<file path="src/rtl/pad_input_reader.sv">
// ---------------------------------------------------------------------------
// pad_input_reader
//
// Serial game-pad front end for a NES/SNES-style shift-register controller.
// It generates the latch and shift-clock strobes, shifts the button bits in,
// holds the last completed scan and exposes it on the CPU's memory data path
// at MMIO_ADDR with the same 1-cycle read latency as block RAM.
//
// Optional build macro:
//   PAD_INPUT_DEBOUNCE_EN - when defined, `buttons` only updates (and
//                           `scan_done` only pulses) when two consecutive
//                           completed scans are identical.
//
// Parameters:
//   CLK_DIV    system clocks per strobe tick (>= 2)
//   POLL_TICKS ticks spent idle before an automatic scan (>= 1)
//   NUM_BITS   button bits per scan, 1..16 (8 = NES, 16 = SNES)
//   MMIO_ADDR  CPU address that returns the button word
//
// Ports:
//   clk        system clock, rising edge
//   reset      synchronous reset, active low
//   pad_data   serial data from the pad, active low (0 = pressed)
//   pad_latch  parallel-load strobe to the pad, active high
//   pad_clk    shift clock to the pad, idles high
//   poll       one-cycle request to start a scan while idle
//   addr       CPU address bus
//   rd_data    registered read data: buttons on a hit, else 0
//   hit        registered address match for the previous cycle's addr
//   buttons    last completed scan, bit i = i-th bit shifted out, 1 = pressed
//   scan_done  one-cycle pulse in the cycle before `buttons` updates
// ---------------------------------------------------------------------------
module pad_input_reader #(
   parameter int          CLK_DIV    = 300,
   parameter int          POLL_TICKS = 512,
   parameter int          NUM_BITS   = 16,
   parameter logic [15:0] MMIO_ADDR  = 16'hFFF0
) (
   input  logic        clk,
   input  logic        reset,
   input  logic        pad_data,
   output logic        pad_latch,
   output logic        pad_clk,
   input  logic        poll,
   input  logic [15:0] addr,
   output logic [15:0] rd_data,
   output logic        hit,
   output logic [15:0] buttons,
   output logic        scan_done
);

   localparam int DIV_W  = $clog2(CLK_DIV);
   localparam int IDLE_W = (POLL_TICKS > 1) ? $clog2(POLL_TICKS) : 1;
   localparam int IDX_W  = (NUM_BITS > 1) ? $clog2(NUM_BITS) : 1;

   localparam logic [DIV_W-1:0]  DIV_LAST  = DIV_W'(CLK_DIV - 1);
   localparam logic [IDLE_W-1:0] IDLE_LAST = IDLE_W'(POLL_TICKS - 1);
   localparam logic [IDX_W-1:0]  IDX_LAST  = IDX_W'(NUM_BITS - 1);

   typedef enum logic [2:0] {
      ST_IDLE   = 3'd0,
      ST_LATCH  = 3'd1,
      ST_SAMPLE = 3'd2,
      ST_LOW    = 3'd3,
      ST_DONE   = 3'd4
   } state_t;

   state_t            state;
   state_t            next_state;

   logic [DIV_W-1:0]  div_cnt;
   logic              tick;
   logic [IDLE_W-1:0] idle_cnt;
   logic              latch_cnt;
   logic [IDX_W-1:0]  bit_idx;
   logic [15:0]       shreg;
   logic              commit;
   logic              hit_now;

`ifdef PAD_INPUT_DEBOUNCE_EN
   logic [15:0]       prev_raw;
`endif

   assign tick    = (div_cnt == DIV_LAST);
   assign hit_now = (addr == MMIO_ADDR);

   // State register
   always_ff @(posedge clk) begin
      if (!reset) begin
         state <= ST_IDLE;
      end else begin
         state <= next_state;
      end
   end

   // Next-state decode; a poll and an idle timeout in the same cycle both
   // simply select LATCH, so the scan starts once.
   always_comb begin
      next_state = state;
      commit     = 1'b0;
      scan_done  = 1'b0;
      case (state)
         ST_IDLE: begin
            if (poll || (tick && (idle_cnt == IDLE_LAST))) begin
               next_state = ST_LATCH;
            end
         end
         ST_LATCH: begin
            // Second tick in LATCH ends the parallel-load strobe.
            if (tick && latch_cnt) begin
               next_state = ST_SAMPLE;
            end
         end
         ST_SAMPLE: begin
            if (tick) begin
               next_state = (bit_idx == IDX_LAST) ? ST_DONE : ST_LOW;
            end
         end
         ST_LOW: begin
            if (tick) begin
               next_state = ST_SAMPLE;
            end
         end
         ST_DONE: begin
`ifdef PAD_INPUT_DEBOUNCE_EN
            commit = (shreg == prev_raw);
`else
            commit = 1'b1;
`endif
            scan_done  = commit;
            next_state = ST_IDLE;
         end
         default: begin
            next_state = ST_IDLE;
         end
      endcase
   end

   // Tick divider. It restarts from zero at LATCH entry so every scan has
   // the same phase, and is held at zero through DONE so each idle period
   // also starts on a fresh tick boundary.
   always_ff @(posedge clk) begin
      if (!reset) begin
         div_cnt <= '0;
      end else if ((state == ST_IDLE) && (next_state == ST_LATCH)) begin
         div_cnt <= '0;
      end else if ((state == ST_DONE) || tick) begin
         div_cnt <= '0;
      end else begin
         div_cnt <= div_cnt + 1'b1;
      end
   end

   // Idle timer, latch tick count and bit index
   always_ff @(posedge clk) begin
      if (!reset) begin
         idle_cnt  <= '0;
         latch_cnt <= 1'b0;
         bit_idx   <= '0;
      end else begin
         if ((state == ST_IDLE) && (next_state == ST_IDLE)) begin
            if (tick) begin
               idle_cnt <= idle_cnt + 1'b1;
            end
         end else begin
            idle_cnt <= '0;
         end

         latch_cnt <= (state == ST_LATCH) ? (latch_cnt | tick) : 1'b0;

         if (state == ST_LATCH) begin
            bit_idx <= '0;
         end else if ((state == ST_LOW) && tick) begin
            bit_idx <= bit_idx + 1'b1;
         end
      end
   end

   // Shift register and committed button word. Bits at or above NUM_BITS
   // are never written, so they stay zero.
   always_ff @(posedge clk) begin
      if (!reset) begin
         shreg   <= '0;
         buttons <= '0;
      end else begin
         if ((state == ST_SAMPLE) && tick) begin
            shreg[4'(bit_idx)] <= ~pad_data;
         end else if (state == ST_DONE) begin
            shreg <= '0;
         end
         if (commit) begin
            buttons <= shreg;
         end
      end
   end

`ifdef PAD_INPUT_DEBOUNCE_EN
   // Previous raw scan, refreshed by every completed scan.
   always_ff @(posedge clk) begin
      if (!reset) begin
         prev_raw <= '0;
      end else if (state == ST_DONE) begin
         prev_raw <= shreg;
      end
   end
`endif

   // Pad strobes are registered from the next state so the pad pins are
   // glitch-free yet still track the state exactly.
   always_ff @(posedge clk) begin
      if (!reset) begin
         pad_latch <= 1'b0;
         pad_clk   <= 1'b1;
      end else begin
         pad_latch <= (next_state == ST_LATCH);
         pad_clk   <= (next_state != ST_LOW);
      end
   end

   // Read port: buttons is sampled before any same-cycle DONE update.
   always_ff @(posedge clk) begin
      if (!reset) begin
         hit     <= 1'b0;
         rd_data <= '0;
      end else begin
         hit     <= hit_now;
         rd_data <= hit_now ? buttons : '0;
      end
   end

endmodule
</file>
<file path="config.mk">
export PLATFORM = sky130hd
export DESIGN_NAME = pad_input_reader
export DESIGN_NICKNAME = d
export VERILOG_FILES = /design/src/rtl/pad_input_reader.sv
export SDC_FILE = /design/constraint.sdc
export NUM_CORES = 1
export LEC_CHECK = 0
export CAP_MARGIN = 25
export CORE_MARGIN = 2
export CORE_UTILIZATION = 50
export DETAILED_ROUTE_END_ITERATION = 10
export PLACE_DENSITY = 0.76
export SETUP_SLACK_MARGIN = 0.2
export SKIP_LAST_GASP = 1
export SLEW_MARGIN = 20
export SYNTH_ARGS = -nofsm -noshare
export SYNTH_HDL_FRONTEND = slang
export SYNTH_SLANG_ARGS = --single-unit
</file>
<file path="constraint.sdc">
create_clock -name clk -period 2.59 [get_ports clk]
set_input_delay 0.518 -clock clk [delete_from_list [all_inputs] [get_ports clk]]
set_output_delay 0.518 -clock clk [all_outputs]
set_load 0.02 [all_outputs]
</file>
== Word-level counts from Yosys, hierarchy flattened ==
Index checks and enable logic that the tools add are counted.
Storage, ports and cells
  bits in registers: 77
  input bits: 20
  word-level logic and storage cells: 58
  output and inout bits: 36
Cells by class
  add/subtract/negate cells: 3
  reduce and logical (&&, ||, !) cells: 17
  bitwise operators: 3
  mux-type cells: 12
  equality and inequality tests: 10
  magnitude comparators: 2
Operator list (count)
  $mux 16: 2
  $add 9x1->9 const B: 2
  $eq 9x9->1 const B: 2
  $bwmux 16: 1
  $eq 16x16->1 const B: 1
  $mux 3: 5
  $pmux 3 s4: 1
  $logic_and 1x1->1: 7
  $eq 3x1->1 const B: 2
  $eq 3x2->1 const B: 2
  $logic_not 3->1: 2
  $reduce_and 2->1: 3
  $lt 4x5->1 const B: 1
  $add 4x1->4 const B: 1
  $demux 1 s4: 1
  $eq 4x4->1 const B: 1
  $ge 4x1->1 const B: 1
  $eq 3x3->1 const B: 1
  $ne 3x2->1 const B: 1
  $reduce_or 3->1: 1
  $logic_or 1x1->1: 2
  $mux 1: 2
  $not 1->1: 2
  $reduce_bool 2->1: 1
  other kinds (2): 2

== Logic depth before layout (Yosys ltp) ==
Gate-level depths: netlist (run 1).
  depth in word-level cells: 8
  mapped depth: 8
  mapped depth without buffers: 7

== Worst setup path before layout (run 1) ==
OpenSTA, ideal clock, no wires.
  kind: register to register
  start: register div_cnt[0]
  end: register idle_cnt[1]
  arrival: 1.820 ns
  data required time: 2.520 ns
  period minus slack after synthesis: 1.889 ns
  cell stages (with the launch flop): 8
  path slack: 0.701 ns
  path buffers: 2
  setup time: 0.070 ns
  cell sequence: dfxtp_1 > ha_1 > and4b_1 > clkbuf_1 > a31o_2 > or4_1 > buf_2 > a21oi_1
Between the ends
  longest elaborated chain between the ends: 8
  elaborated cells between the ends (all ways): 12
  those cells by class: eq/ne: 1; mux: 5; reduce/logical: 6
Ends and longest elaborated chain
  from (decl): RTL line 71  | logic [DIV_W-1:0] div_cnt;
  from (signal assigned): RTL line 150  | div_cnt <= div_cnt + 1'b1;
  $eq 9x9->1 (*): RTL line 84  | assign tick = (div_cnt == DIV_LAST);
  $logic_and 1x1->1: RTL line 104  | if (poll || (tick && (idle_cnt == IDLE_LAST))) begin
  $logic_or 1x1->1: RTL line 104
  $mux 3: RTL line 104
  $pmux 3 s4: RTL line 102  | case (state)
  $logic_not 3->1: RTL line 161  | if ((state == ST_IDLE) && (next_state == ST_IDLE)) begin
  $logic_and 1x1->1: RTL line 161
  $reduce_and 2->1 (no source line)
  to (signal assigned): RTL line 163  | idle_cnt <= idle_cnt + 1'b1;
  to (decl): RTL line 73  | logic [IDLE_W-1:0] idle_cnt;
Every way passes the cells marked *; elsewhere a longest branch is shown, timed or not.
A chain may end at the register's enable or synchronous reset.

== Final worst setup path (run 1) ==
  start: register state[2]
  end: output scan_done
Between the ends
  longest elaborated chain between the ends: 2
Ends and longest elaborated chain
  from (decl): RTL line 68  | state_t state;
  from (signal assigned): RTL line 92  | state <= next_state;
  $eq 3x3->1: RTL line 102
  $mux 1: RTL line 102
  to (decl): RTL line 49  | output logic scan_done
Every way passes these cells.

==> results of run 1 <==
[stage by stage]
stage,setup slack (ns),std cells,utilization [%]
final,0.448,471,67.0
after floorplan,0.701,336,-
after CTS,0.441,471,67.0
after global routing,0.355,471,67.0
after detailed placement,0.459,455,62.6
after global placement,0.484,455,62.6
[power by group through the flow]
stage | registers (mW) | logic, mW | clock network [mW]
final | 1.19 | 0.0786 | 1.16
after global routing | 1.19 | 0.0849 | 1.24
after CTS | 1.19 | 0.0791 | 1.19
after detailed placement | 1.22 | 0.0785 | 0
after global placement | 1.22 | 0.0770 | 0
after floorplan | 1.22 | 0.0370 | 0
[metal layers]
layer  share of wire (%)  vias to the layer above  global-route usage, %
li1                    -                     1257                      -
met1                  45                     1073                   22.8
met2                  47                       71                   29.5
met3                 5.9                       17                   7.46
met4                 2.2                        0                   7.90
met5                   0                        -                      0
[cell usage in the layout, fill, tap and decap left out, drive strengths merged, types with 4 or more instances in the layout]
cell	n
a21boi	19
and2	17
buf	7
bufinv	4
clkbuf	10
clkdlybuf4s50	54
dfxtp	77
ha	7
inv	6
mux2i	16
nand2	62
nand2b	5
nand3	21
nand4	9
nor2	21
nor4	9
xnor2	7
xor2	7
[state kept, by name, summed over array words and instances, names as in the netlist]
| register | count |
|---|---|
| state | 3 |
| rd_data | 16 |
| buttons | 16 |
| hit | 1 |
| div_cnt | 9 |
| pad_clk | 1 |
| latch_cnt | 1 |
| idle_cnt | 9 |
| bit_idx | 4 |
| pad_latch | 1 |
| shreg | 16 |
[logic make-up after synthesis]
| family | Yosys count | synth area share [%] |
|---|---|---|
| muxes | 16 | 5.11 |
| adders and majority gates | 7 | 2.80 |
| and+or+nand+nor | 161 | 26.9 |
| buffers and inverters | 25 | 3.39 |
| AOI/OAI and AO/OA | 36 | 8.71 |
| DFF | 77 | 49.2 |
| xor gates and xnor gates | 14 | 3.91 |
[worst min path at each step]
| stage | start | to | cells after the start |
|---|---|---|---|
| after detailed placement | shreg[8] | shreg[8] | 2 |
| after CTS | shreg[10] | buttons[10] | 2 |
| after global placement | shreg[8] | shreg[8] | 2 |
| after global routing | shreg[10] | buttons[10] | 2 |
| final | shreg[8] | shreg[8] | 2 |
| after floorplan | shreg[10] | shreg[10] | 2 |
[worst reg2reg max path, cell delays in order, from the launching register on]
cell and delay [ns]:
dfxtp_1 0.35, ha_1 0.29, and4b_1 0.32, a31o_2 0.28, or4_1 0.58, a21oi_1 0.18
[cell type report]
class                      count  area (um2)  share of cell area, %
tap                           75        93.8                   2.34
sequential                    77        1540                   38.4
clock buffer                  10         128                   3.18
timing repair buffer          62         602                   15.0
clock inverter                 6         135                   3.37
inverter                       7        26.3                  0.655
multi-input combinational    234        1490                   37.0
==> key figures, run 1 <==
STA
  – Crit path time final: ~2.1 ns
  – Setup TNS Final: 0 ns
  – Max Fclk: 467 MHz
  – Setup repair after global routing missed its margin: false
  – Final hold viol count: 0
  – Final Cycle Share: 82.7%
  – Hold Slack: 0.459 ns
  – Final-report max-slew violation count: 0
  – Worst-margin pin slew: 0.565 ns
  – Normalized max-slew margin: 62.3%
  – Setup violation total in the final timing report: 0
  – Worst clock skew: just under 0.005 ns

Worst setup path
  – Maximum single-stage delay on the critical path: 0.42 ns
  – Critical path launch point type: flip-flop
  – Critical-path top delay cell: dfxtp_1
  – Capturing element of the worst setup path: scan_done
  – Critical Path Start: state[2]
  – Family of cells with the greatest summed delay on the critical path: buffers and inverters
  – Reg2reg start: div_cnt[0]
  – Nature of the critical path endpoint: primary output
  – Crit Reg-Reg Endpoint: idle_cnt[8]
  – Critical path class: reg2out
  – Instance count on the critical path: 3
  – Crit Path Max Fanout: 7
  – Worst EP arrival: ~1.6 ns
  – Crit path buf inv count: 2
  – Endpoint required time on the critical path: 2.07 ns
  – Slack of the worst reg-to-reg path: 0.51 ns
  – Cell Chain, Critical Path: or3b_1 -> clkinv_1 -> dlygate4sd2_1
  – Worst R2R Path Depth: 5

Synthesis
  – Post-Syn Nets: 363
  – Number of synthesized flops with an enable pin: 0
  – Cell count after synthesis: 336
  – Share of synthesized area occupied by flip-flops and latches: 49.2%
  – Cell type with the highest aggregate area in the netlist: dfxtp_1
  – Main area contributors after synthesis: dfxtp_1, nand2_1, mux2i_1, a21boi_0, and2_1
  – Leading register cell type out of synthesis: dfxtp_1
  – Proportion of register bits with asynchronous set or reset after synthesis: 0%
  – Commonest cells in the synthesized netlist: dfxtp_1, nand2_1, nand3_1, nor2_1, a21boi_0
  – Syn Area/Cell: 9.32 um2
  – Combined area of all synthesized cells: 3130 um2
  – Yosys warning count: 0
  – Synth top area share: between 40% and 50%
  – Count of cell types in the netlist: 45
  – Library cell with the highest instance count after synthesis: dfxtp_1
  – Seq cells post-synth: 77

Global route
  – Via count of the first global-routing pass: 2,282
  – Total global routing overflow: 0
  – Overall routing resource usage: 18.7%
  – Pin count of the biggest net entering global routing: 18
  – Number of antenna violations at the first check in global routing: 0
  – First-pass GRT wire length: ~10,000 um

Pwr
  – Proportion of total power due to net switching: 18.9%
  – Sequential fraction of design power: approximately 50%
  – Maximum vdd drop: approximately 0.00039 V
  – Overall power after layout: ~2.4 mW
  – Internal power summed over all cells: between 1.5 and 2 mW
  – Portion of total power attributed to the clock network: 47.6%
  – Comb pwr share: 3.2%
  – Power spent charging and discharging nets: 0.459 mW
  – Power density normalized to cell area: 605 nW/um2
  – Cell leakage power: between 1.5 and 2 nW

Finish
  – Ant diodes: 0
  – Total non-filler cell area in the finished layout: about 4000 um2
  – Layout-stage area growth over the synthesis result: 28.0%
  – Proportion of layout cells with a drive suffix above 1: 7.58%
  – Fill cells: 508
  – Number of nets in the layout: about 420

CTS
  – CTS max path bufs: 2
  – Insertion delay of the later-clocked pin in the worst-skew pair: about 0.35 ns
  – CTS Hold Buffers Added: 0
  – Number of clock sinks: 77
  – # Post-CTS Setup Buffers: 0
  – CTS Root Buffer Type: clkbuf_8
  – CTS HTree Levels: 3
  – Quantity of gates resized following cts: 1
  – Number of buffers inserted during clock tree synthesis: 9
  – Clock tree from TritonCTS: done
  – Clock-pin slew reported for the worst setup and hold paths after clock tree synthesis: 0.07 ns

Placed design
  – IO Port Bufs: 55
  – Placement-stage cell area: 3750 um2
  – Final RePlAce weighted congestion: 0.819
  – HPWL after detailed placement: approximately 4400 um

Job
  – Number of max-cap violations: 0

Die
  – Area of the core: 5990 um2
  – Count of pins on the block boundary: 56
  – Die outline width: between 80 and 90 um
  – Height of the die: 83.2 um
  – Standard-cell row count: 28
  – Die footprint: 6920 um2
  – Initial core utilization: 52.3%

Detailed routing
  – Routed Antenna Nets: 0
  – Detail-routed via count per cell: 5.13
  – Via total after detailed routing: 2,418
  – Detailed Route Iter0 Violations: 110
  – Wirelength, routed: 6040 um
  – Average detailed-routed wire length per instance: 12.8 um
  – DRC Markers: 0
  – Detailed-routing iteration count for the pre-antenna-repair pass: 4

Run status
  – Status: finished, final reports clean

Worst hold path
  – Classification of the worst-slack hold path: reg2reg
(Power assumes the default switching activity.)
==> inputs of run 2 (changes only) <==
==> constraint.sdc (replaced) <==
create_clock -name clk -period 2.06 [get_ports clk]
set_input_delay 0.412 -clock clk [delete_from_list [all_inputs] [get_ports clk]]
set_output_delay 0.412 -clock clk [all_outputs]
set_load 0.02 [all_outputs]
==> key figures, run 2 (synthesis results as in run 1) <==
Worst setup path
  – Worst EP arrival: 2.07 ns (+0.45 ns)
  – Critical path launch point type: flip-flop
  – Crit path buf inv count: 0 (-2)
  – Cell Chain, Critical Path: ha_2 -> and4b_2 -> a31o_2 -> or4_4 -> a21oi_1
  – Reg2reg start: div_cnt[0]
  – Maximum single-stage delay on the critical path: 0.49 ns (+0.07 ns)
  – Critical Path Start: div_cnt[0]
  – Endpoint required time on the critical path: 2.34 ns (+0.27 ns)
  – Family of cells with the greatest summed delay on the critical path: simple AND/OR/NAND/NOR gates
  – Nature of the critical path endpoint: flip-flop
  – Critical path class: reg2reg
  – Crit Path Max Fanout: 9 (+2)
  – Critical-path top delay cell: or4_4

Die
  – Height of the die: 83.2 um (unchanged)
  – Initial core utilization: 52.3% (unchanged)
  – Count of pins on the block boundary: 56 (unchanged)
  – Area of the core: 5990 um2 (unchanged)
  – Standard-cell row count: 28 (unchanged)
  – Die footprint: 6920 um2 (unchanged)
  – Die outline width: 83.2 um (unchanged)

Finish
  – Most common cell after layout, fill and taps aside: dfxtp_1
  – Ant diodes: 0 (unchanged)
  – Largest registers ranked by flip-flop count: buttons: 16 flops, rd_data: 16 flops, shreg: 16 flops
  – Post-Route Utilization: 67.5% (+0.56 points)
  – Proportion of layout cells with a drive suffix above 1: 11.6% (+4.1 points)
  – Layout-stage area growth over the synthesis result: 29.1%
  – Highest-count cells in the layout ignoring fill and taps: dfxtp_1, nand2_1, clkdlybuf4s50_1
  – Multi-input gate area in the final layout: 1510 um2 (+1.6%)
  – Fill cells: 497 (-2.2%)
  – Number of nets in the layout: 427 (+2.2%)
  – Reg area: 1550 um2 (+0.57%)

Global route
  – Most crowded layer after global routing: met2
  – Total global routing overflow: 0 (unchanged)
  – Overall routing resource usage: 18.9% (+0.15 points)
  – First-pass GRT wire length: 10,700 um (+2.7%)
  – Via count of the first global-routing pass: 2,342 (+2.6%)
  – Pin count of the biggest net entering global routing: 18 (unchanged)
  – Met1 Use GR: 23.8% (+0.95 points)
  – M3 GR Usage: 3.88% (-3.6 points)
  – Met2 global-route usage: 30.4% (+0.95 points)
  – Number of antenna violations at the first check in global routing: 0 (unchanged)

Detailed routing
  – Average detailed-routed wire length per instance: 13.1 um (+1.8%)
  – Detailed-routing iteration count for the pre-antenna-repair pass: 4 (unchanged)
  – DRC Markers: 0 (unchanged)
  – Detail-routed via count per cell: 5.16 (+0.49%)
  – Via total after detailed routing: 2,471 (+2.2%)
  – Wirelength, routed: 6260 um (+3.5%)
  – Detailed Route Iter0 Violations: 80 (-27%)
  – Routed Antenna Nets: 0 (unchanged)

CTS
  – CTS Root Buffer Type: clkbuf_8
  – Clock tree from TritonCTS: done
  – Number of clock sinks: 77 (unchanged)
  – CTS HTree Levels: 3 (unchanged)
  – CTS max path bufs: 2 (unchanged)
  – Insertion delay of the later-clocked pin in the worst-skew pair: 0.35 ns (about the same)
  – Clock-pin slew reported for the worst setup and hold paths after clock tree synthesis: 0.07 ns (about the same)
  – Number of buffers inserted during clock tree synthesis: 9 (unchanged)

STA
  – Setup TNS Final: 0 ns (unchanged)
  – Worst clock skew: 0.00942 ns (+0.00462 ns)
  – Setup repair after global routing missed its margin: true
  – Max Fclk: roughly 560 MHz
  – Final-report max-slew violation count: 0 (unchanged)
  – Crit path time final: 1.79 ns
  – Worst-margin pin slew: 0.545 ns (-0.0197 ns)
  – Setup violation total in the final timing report: 0 (unchanged)
  – Normalized max-slew margin: 63.6% (+1.3 points)
  – Final hold viol count: 0 (unchanged)
  – Final Cycle Share: 87.0%

Pwr
  – Maximum vdd drop: 0.000395 V (+2.0%)
  – Cell leakage power: 1.53 nW (+1.2%)
  – Power density normalized to cell area: 678 nW/um2 (+12%)

Run status
  – Status: finished, final reports clean

Worst hold path
  – Classification of the worst-slack hold path: reg2reg
  – Worst Hold Launch: div_cnt[0]

Placed design
  – HPWL after detailed placement: 4420 um (+1.3%)
  – IO Port Bufs: 55 (unchanged)
  – Final RePlAce weighted congestion: 0.858 (+4.9%)

Job
  – Number of max-cap violations: 0 (unchanged)
[run 2: cell type report]
type	instances	area share, %
clock buffers	12	3.84
repair buffers	70	16.5
flip-flops and latches	77	38.3
inverters	7	0.650
clock inverters	3	1.11
multi-input cells	235	37.3
well taps	75	2.32
[run 2: worst paths after layout]
path / endpoint / slack, ns / depth (start not counted)
max: idle_cnt[8] / 0.27 / 5
min: div_cnt[0] / 0.46 / 1
max reg2reg: idle_cnt[8] / 0.27 / 5
min reg2reg: div_cnt[0] / 0.46 / 1
[run 2: through the flow]
step	hold slack (ns)	cells	power [mW]	instance area [um2]	setup slack, ns
finish	0.457	479	2.74	4050	0.268
global route	0.474	479	2.84	4050	0.173
CTS	0.463	477	2.77	4010	0.138
detailed placement	0.452	461	1.64	3800	0.0994
global placement	0.448	461	1.64	3800	0.110
floorplan	0.439	336	1.58	3140	0.223
[run 2: repair_timing]
| action | CTS | global route |
|---|---|---|
| buffers inserted | 1 | 1 |
| pin swaps | 2 | 1 |
| endpoints found under the setup margin | 20 | 40 |
| hold buffers | 0 | 0 |
| hold endpoints to repair | 0 | 0 |
| gates cloned | 0 | 1 |
| gates resized for setup | 3 | 12 |
[run 2: layer usage]
layer | part of all wire, % | routed length [um] | vias to the layer above
met5 | 0 | 0 | -
met4 | 2.4 | 152 | 0
met3 | 4.4 | 275 | 15
met2 | 46 | 2890 | 71
met1 | 47 | 2940 | 1101
li1 | - | - | 1284
[run 2: power by group]
part           internal [mW]  total (mW)  switching, mW
Combinational         0.0607       0.109         0.0486
Clock                  0.620        1.13          0.513
Sequential              1.49        1.50        0.00520
==> inputs of run 3 (changes only) <==
==> constraint.sdc (replaced) <==
create_clock -name clk -period 2 [get_ports clk]
set_input_delay 0.4 -clock clk [delete_from_list [all_inputs] [get_ports clk]]
set_output_delay 0.4 -clock clk [all_outputs]
set_load 0.02 [all_outputs]
==> key figures, run 3 (synthesis results as in run 1) <==
Run status
  – Status: finished, final reports clean

Detailed routing
  – Wirelength, routed: 6500 um (+3.8%)
  – DRC Markers: 0 (unchanged)
  – Detailed-routing iteration count for the pre-antenna-repair pass: 4 (unchanged)
  – Detail-routed via count per cell: 5.22 (+1.2%)
  – Detailed Route Iter0 Violations: 86 (+7.5%)
  – Via total after detailed routing: 2,557 (+3.5%)
  – Average detailed-routed wire length per instance: 13.3 um (+1.5%)
  – Routed Antenna Nets: 0 (unchanged)

Finish
  – Number of nets in the layout: 437 (+2.3%)
  – Final Instance Count excl. Fillers: 490 (+2.3%)
  – Largest registers ranked by flip-flop count: buttons: 16 flops, rd_data: 16 flops, shreg: 16 flops
  – Highest-count cells in the layout ignoring fill and taps: dfxtp_1, nand2_1, clkdlybuf4s50_1
  – Proportion of layout cells with a drive suffix above 1: 17.3% (+5.7 points)
  – Ant diodes: 0 (unchanged)
  – Most common cell after layout, fill and taps aside: dfxtp_1
  – Layout-stage area growth over the synthesis result: 35.2%

Worst setup path
  – Slack of the worst reg-to-reg path: 0.22 ns (-0.05 ns)
  – Endpoint required time on the critical path: 2.28 ns (-0.06 ns)
  – Critical path class: reg2reg
  – Worst EP arrival: 2.07 ns (about the same)
  – Nature of the critical path endpoint: flip-flop
  – Critical path launch point type: flip-flop
  – Crit Path Max Fanout: 5 (-4)

CTS
  – Clock-pin slew reported for the worst setup and hold paths after clock tree synthesis: 0.08 ns (about the same)
  – Clock tree from TritonCTS: done
  – CTS max path bufs: 2 (unchanged)
  – Number of clock sinks: 77 (unchanged)
  – Number of buffers inserted during clock tree synthesis: 9 (unchanged)
  – CTS Root Buffer Type: clkbuf_8
  – Insertion delay of the later-clocked pin in the worst-skew pair: 0.35 ns (about the same)
  – CTS HTree Levels: 3 (unchanged)

Global route
  – Met1 Use GR: 21.2% (-2.6 points)
  – Via count of the first global-routing pass: 2,427 (+3.6%)
  – Total global routing overflow: 0 (unchanged)
  – Most crowded layer after global routing: met2
  – First-pass GRT wire length: 10,600 um (-0.84%)
  – Number of antenna violations at the first check in global routing: 0 (unchanged)
  – M3 GR Usage: 6.26% (+2.4 points)
  – Met2 global-route usage: 31.9% (+1.5 points)
  – Overall routing resource usage: 18.9% (about the same)
  – Pin count of the biggest net entering global routing: 27 (+9)

Die
  – Height of the die: 83.2 um (unchanged)
  – Die footprint: 6920 um2 (unchanged)
  – Count of pins on the block boundary: 56 (unchanged)
  – Initial core utilization: 52.3% (unchanged)
  – Standard-cell row count: 28 (unchanged)
  – Area of the core: 5990 um2 (unchanged)
  – Die outline width: 83.2 um (unchanged)

Placed design
  – Final RePlAce weighted congestion: 0.875 (+2.0%)
  – Dpl cells: 462 (+0.22%)
  – IO Port Bufs: 55 (unchanged)
  – HPWL after detailed placement: 4440 um (+0.41%)

STA
  – Worst-margin pin slew: 0.540 ns (-0.00497 ns)
  – Setup repair after global routing missed its margin: true
  – Worst clock skew: 0.00720 ns (-0.00222 ns)
  – Final Cycle Share: 89.1% (+2.1 points)
  – Max Fclk: 561 MHz (+0.55%)
  – Final hold viol count: 0 (unchanged)
  – Normalized max-slew margin: 64.0% (+0.33 points)
  – Final-report max-slew violation count: 0 (unchanged)
  – Setup TNS Final: 0 ns (unchanged)
  – Crit path time final: 1.78 ns (-0.00980 ns)
  – Setup violation total in the final timing report: 0 (unchanged)

Pwr
  – Cell leakage power: 1.61 nW (+5.5%)
  – Maximum vdd drop: 0.000382 V (-3.2%)
  – Overall power after layout: 2.88 mW (+5.2%)
  – Power density normalized to cell area: 680 nW/um2 (+0.42%)

Worst hold path
  – Classification of the worst-slack hold path: reg2reg

Job
  – Number of max-cap violations: 0 (unchanged)
[run 3: layout make-up]
type / instances / area, um2
tap: 75 / 93.8
sequential: 77 / 1550
multi-input combinational: 235 / 1610
fill: 442 / 1750
inverter: 7 / 26.3
clock inverter: 6 / 70.1
clock buffer: 10 / 138
timing repair buffer: 80 / 746
[run 3: final timing paths]
path                   start           to  cells past startpoint
hold reg to reg   div_cnt[0]   div_cnt[0]                      1
hold / removal    div_cnt[0]   div_cnt[0]                      1
setup / recovery  div_cnt[1]  idle_cnt[1]                      5
setup reg to reg  div_cnt[1]  idle_cnt[1]                      5
[run 3: repair_timing]
action,CTS,global route
hold buffers,0,0
resized for setup,11,14
setup buffers,2,9
gates cloned,1,0
setup endpoints to repair,21,39
pin swaps,5,5
[run 3: worst max-delay path: stages (launching register included)]
cell	delay (ns)
dfxtp_2	0.35
ha_4	0.17
and4b_2	0.25
a31o_4	0.24
or4_4	0.57
a21oi_2	0.12
[run 3: per-stage QoR]
stage	hold WS, ns	worst slack, ns	area (um2)	utilization [%]
finish	0.438	0.218	4240	70.7
global route	0.457	0.159	4240	70.7
CTS	0.468	0.117	4120	68.8
detailed placement	0.456	0.0603	3850	64.3
global placement	0.449	0.0927	3850	64.3
floorplan	0.438	0.211	3170	-
[run 3: power breakdown]
group          total, mW  internal (mW)  switching, mW  leakage (nW)
sequential          1.54           1.54        0.00560         0.624
clock               1.21          0.619          0.596        0.0955
combinational      0.125         0.0699         0.0550         0.895
[run 3: layer usage]
| layer | vias up | part of all wire, % |
|---|---|---|
| li1 | 1300 | - |
| met1 | 1167 | 42 |
| met2 | 77 | 50 |
| met3 | 13 | 5.9 |
| met4 | 0 | 2.1 |
| met5 | - | 0 |
